[src/rtl/timer_arbiter.sv]
// Round-robin arbiter that lends one shared up/down threshold counter to N_REQ requesters,
// runs it to the terminal count and returns a one-cycle done pulse to the winner.
module timer_arbiter #(
    parameter int N_REQ = 4,
    parameter int CW    = 4
) (
    input  logic                clk,
    input  logic                n_reset,
    input  logic                enable,
    input  logic [N_REQ-1:0]    req,
    input  logic [N_REQ*CW-1:0] req_th,
    input  logic [N_REQ-1:0]    req_dn_up,
    output logic [N_REQ-1:0]    gnt,
    output logic [N_REQ-1:0]    done,
    output logic                busy,
    output logic [CW-1:0]       cntout,
    output logic                timeout
);

    localparam int IW = $clog2(N_REQ);

    typedef enum logic [1:0] {IDLE, LOAD, RUN, DONE} state_t;

    state_t        state;
    logic [IW-1:0] last_idx;
    logic [IW-1:0] cur_idx;
    logic [IW-1:0] win_idx;
    logic          win_found;
    logic [CW-1:0] th_q;
    logic          up_q;
    logic [CW-1:0] terminal;

    // Search for the first active request starting just after the last winner.
    always_comb begin
        win_found = 1'b0;
        win_idx   = '0;
        for (int k = 0; k < N_REQ; k++) begin
            if (!win_found && req[(int'(last_idx) + 1 + k) % N_REQ]) begin
                win_found = 1'b1;
                win_idx   = IW'((int'(last_idx) + 1 + k) % N_REQ);
            end
        end
    end

    assign terminal = up_q ? th_q : '0;

    always_ff @(posedge clk or negedge n_reset) begin
        if (!n_reset) begin
            state    <= IDLE;
            last_idx <= IW'(N_REQ - 1);
            cur_idx  <= '0;
            th_q     <= '0;
            up_q     <= 1'b0;
            gnt      <= '0;
            done     <= '0;
            busy     <= 1'b0;
            cntout   <= '0;
            timeout  <= 1'b0;
        end else begin
            case (state)
                IDLE: begin
                    if (win_found) begin
                        state    <= LOAD;
                        last_idx <= win_idx;
                        cur_idx  <= win_idx;
                        th_q     <= req_th[int'(win_idx)*CW +: CW];
                        up_q     <= req_dn_up[win_idx];
                        gnt      <= N_REQ'(1) << win_idx;
                        busy     <= 1'b1;
                    end
                end
                LOAD: begin
                    if (!req[cur_idx]) begin
                        state <= IDLE;
                        gnt   <= '0;
                        busy  <= 1'b0;
                    end else begin
                        state  <= RUN;
                        cntout <= up_q ? '0 : th_q;
                    end
                end
                RUN: begin
                    // Withdrawal wins over terminal detection; terminal is checked before counting.
                    if (!req[cur_idx]) begin
                        state <= IDLE;
                        gnt   <= '0;
                        busy  <= 1'b0;
                    end else if (cntout == terminal) begin
                        state   <= DONE;
                        done    <= gnt;
                        timeout <= 1'b1;
                    end else if (enable) begin
                        cntout <= up_q ? cntout + 1'b1 : cntout - 1'b1;
                    end
                end
                DONE: begin
                    state   <= IDLE;
                    gnt     <= '0;
                    done    <= '0;
                    busy    <= 1'b0;
                    timeout <= 1'b0;
                end
                default: state <= IDLE;
            endcase
        end
    end

endmodule

[config.mk]
export PLATFORM = sky130hd
export DESIGN_NAME = timer_arbiter
export DESIGN_NICKNAME = d
export VERILOG_FILES = /design/src/rtl/timer_arbiter.sv
export SDC_FILE = /design/constraint.sdc
export NUM_CORES = 1
export LEC_CHECK = 0
export CORE_ASPECT_RATIO = 1.75
export CORE_UTILIZATION = 51
export CTS_BUF_LIST = sky130_fd_sc_hd__clkbuf_8
export DETAILED_ROUTE_END_ITERATION = 10
export PLACE_DENSITY = 0.79
export SLEW_MARGIN = 20
export SYNTH_ARGS = -nofsm -noshare
export SYNTH_HDL_FRONTEND = slang
export SYNTH_SLANG_ARGS = --single-unit
[constraint.sdc]
create_clock -name clk -period 2.3 [get_ports clk]
set_input_delay 0.23 -clock clk [delete_from_list [all_inputs] [get_ports clk]]
set_output_delay 0.23 -clock clk [all_outputs]
set_load 0.005 [all_outputs]
==> flow_summary.json <==
{
  "rr_endpoint": "done[2]",
  "reg2reg_from": "cntout[3]",
  "layout-drive-gt1-share_pct": 11.0,
  "synth_area_sq_um": 1700,
  "worstMarginPinSlew_ns": 0.634,
  "stdcell_count": 270,
  "skew_ns": 0.00914,
  "dp_slack_ns": 0.102,
  "hold_viol": 0,
  "cts_tree": "done",
  "powerDensity_nw_per_um2": 1220,
  "synth_area_leaders": "dfrtp_1 (34%), nand2_1 (6.2%), ha_1 (5.2%)",
  "syn_avg_cell_area_sq_um": 9.21,
  "cp.required_ns": 2.47,
  "gp_congestion": 0.859,
  "drtPass1Iterations": 4,
  "synth_edf_count": 0,
  "viasPerCell": 5.84,
  "clk_path_buf_depth": 2,
  "slew_headroom_pct": 57.7,
  "fin_area_sq_um": 2220,
  "overflow": 0,
  "wirelength_um": 3970,
  "yosysWarnings": 0,
  "synth_top_area_share_pct": 33.9,
  "ir_drop_uv": 806,
  "port_buffers": 40,
  "postSynth.asyncResetShare_pct": 100,
  "rows": 27,
  "reg2regPathDepth": 5,
  "numClockSinks": 25,
  "finalCritPeriodShare_pct": 84.3,
  "ant_nets": 0,
  "initial_core_util_pct": 54.0,
  "antenna_found_initial": 0,
  "yosysTopAreaCell": "dfrtp_1",
  "syn_nets": 219,
  "yosysSeqAreaShare_pct": 37.0,
  "h-tree-depth": 1,
  "multi_input_area_sq_um": 1010,
  "clk_latency_ns": 0.28,
  "fin_crit_ns": 1.94,
  "synthToLayoutAreaGrowth_pct": 31.1,
  "worstSetupStartpointType": "flip-flop",
  "critPathKind": "reg2reg",
  "finalSetupViolCount": 0,
  "netlist_instances": 184,
  "min_path_type": "in2async",
  "die_w_um": 45.6,
  "grt_max_degree": 26,
  "die_h_um": 78.3,
  "route.detailed.wl_per_inst_um": 14.7,
  "grt_pass1_vias": 1574,
  "tns_ns": 0,
  "drc": 0,
  "final_util_pct": 70.7,
  "yosys.cell_count.top_type": "nand2_1",
  "fillers": 270,
  "postCtsSetupBuffers": 0,
  "hpwl_um": 3100,
  "cts-buffers-inserted": 3,
  "max_freq_mhz": 516,
  "root_buffer": "clkbuf_8",
  "dp.cells": 266,
  "rsz0062_at_grt": "no",
  "drt_iter0_drc": 28,
  "maxSlewViolCount": 0,
  "hold_slack_ns": 0.309,
  "maxCapViolCount": 0,
  "ys.flop_type": "dfrtp_1",
  "p_total_mw": 2.71,
  "worst_slack_ns": 0.361,
  "endpoint_kind": "flip-flop",
  "status": "finished clean",
  "core_sq_um": 3140,
  "diodes": 0,
  "cts_resized": 0,
  "ys_types": 48,
  "track_usage_pct": 24.7,
  "synth-seq-cells": 25,
  "vias": 1577,
  "grt_pass1_wl_um": 6700,
  "critPathMaxFanout": 9,
  "ff_latch_area_sq_um": 628,
  "pin_count": 41,
  "place_area_sq_um": 2160,
  "arrival_ns": 2.11,
  "fin_nets": 263,
  "synthTopCellsByCount": "nand2_1 (28), dfrtp_1 (23), a211oi_1 (10), o21a_1 (10), o21ai_0 (10)",
  "p_leak_nw": 0.917,
  "holdBufCountCts": 0,
  "die_area_sq_um": 3570,
  "r2r_slack_ns": 0.36,
  "clk_pin_slew_worst_paths_ns": 0.10
}
## cell usage in the layout (no fill, tap or decap), types with 2 or more instances in the layout
cell / instances
a211oi_1: 10
nor2b_1: 7
inv_1: 7
nor2_1: 8
o21ai_0: 10
a31oi_1: 4
a21o_1: 2
dfstp_2: 2
o41ai_1: 2
mux2_1: 3
xor2_1: 2
nand2_1: 28
clkdlybuf4s50_1: 40
nand3_1: 5
dfrtp_1: 23
buf_4: 7
o21a_1: 10
a21oi_1: 6
o2bb2ai_1: 6
clkbuf_8: 3
o31ai_1: 7
nand2b_1: 3
ha_1: 7
## power breakdown
part | internal (mW) | total, mW | switching (mW)
clock | 0.127 | 0.280 | 0.152
combinational | 0.737 | 1.59 | 0.848
sequential | 0.639 | 0.844 | 0.206
total | 1.50 | 2.71 | 1.21
## logic make-up after synthesis
| group | share of synthesized area, % |
|---|---|
| and+or+nand+nor | 16.6 |
| DFF | 37.0 |
| AOI/OAI and AO/OA | 30.5 |
| adders and majority gates | 6.35 |
| muxes | 3.98 |
| buffers and inverters | 3.98 |
| xor gates and xnor gates | 1.55 |
## layer usage
| layer | vias up | share of wire, % | GRT usage, % |
|---|---|---|---|
| met2 | 36 | 56 | 42.9 |
| met5 | - | 0 | 0 |
| met3 | 10 | 2.7 | 2.99 |
| met4 | 0 | 2.9 | 12.7 |
| met1 | 760 | 39 | 27.9 |
| li1 | 771 | - | - |
## layout make-up
| class | instances | share of cell area [%] |
|---|---|---|
| clock buffers | 3 | 1.86 |
| multi-input cells | 143 | 45.3 |
| clock inverters | 1 | 0.394 |
| repair buffers | 47 | 20.4 |
| inverters | 8 | 1.35 |
| flip-flops and latches | 25 | 28.3 |
| well taps | 43 | 2.42 |
## state kept, by name, summed over array words and instances, names as in the netlist
signal	count
done	4
timeout	1
th_q	4
state	2
gnt	4
cntout	4
last_idx	2
cur_idx	2
up_q	1
busy	1
## how the worst max path moves through the flow
| stage | from | endpoint | slack (ns) |
|---|---|---|---|
| 6_report | cntout[3] | done[2] | 0.36 |
| 5_1_grt | last_idx[0] | up_q | 0.24 |
| 4_1_cts | cntout[1] | cntout[3] | 0.37 |
| 3_5_place_dp | req[3] | th_q[3] | 0.10 |
| 3_3_place_gp | req[0] | done[0] | 0.24 |
| 2_1_floorplan | up_q | cntout[3] | 0.37 |
## critical path, stage by stage (launching register included)
cell	delay [ns]
dfrtp_1	0.50
xor2_1	0.20
o22a_1	0.22
a221oi_2	0.52
nor2_1	0.22
o2bb2ai_1	0.18
Note: power is estimated with default switching activity, not from simulation.
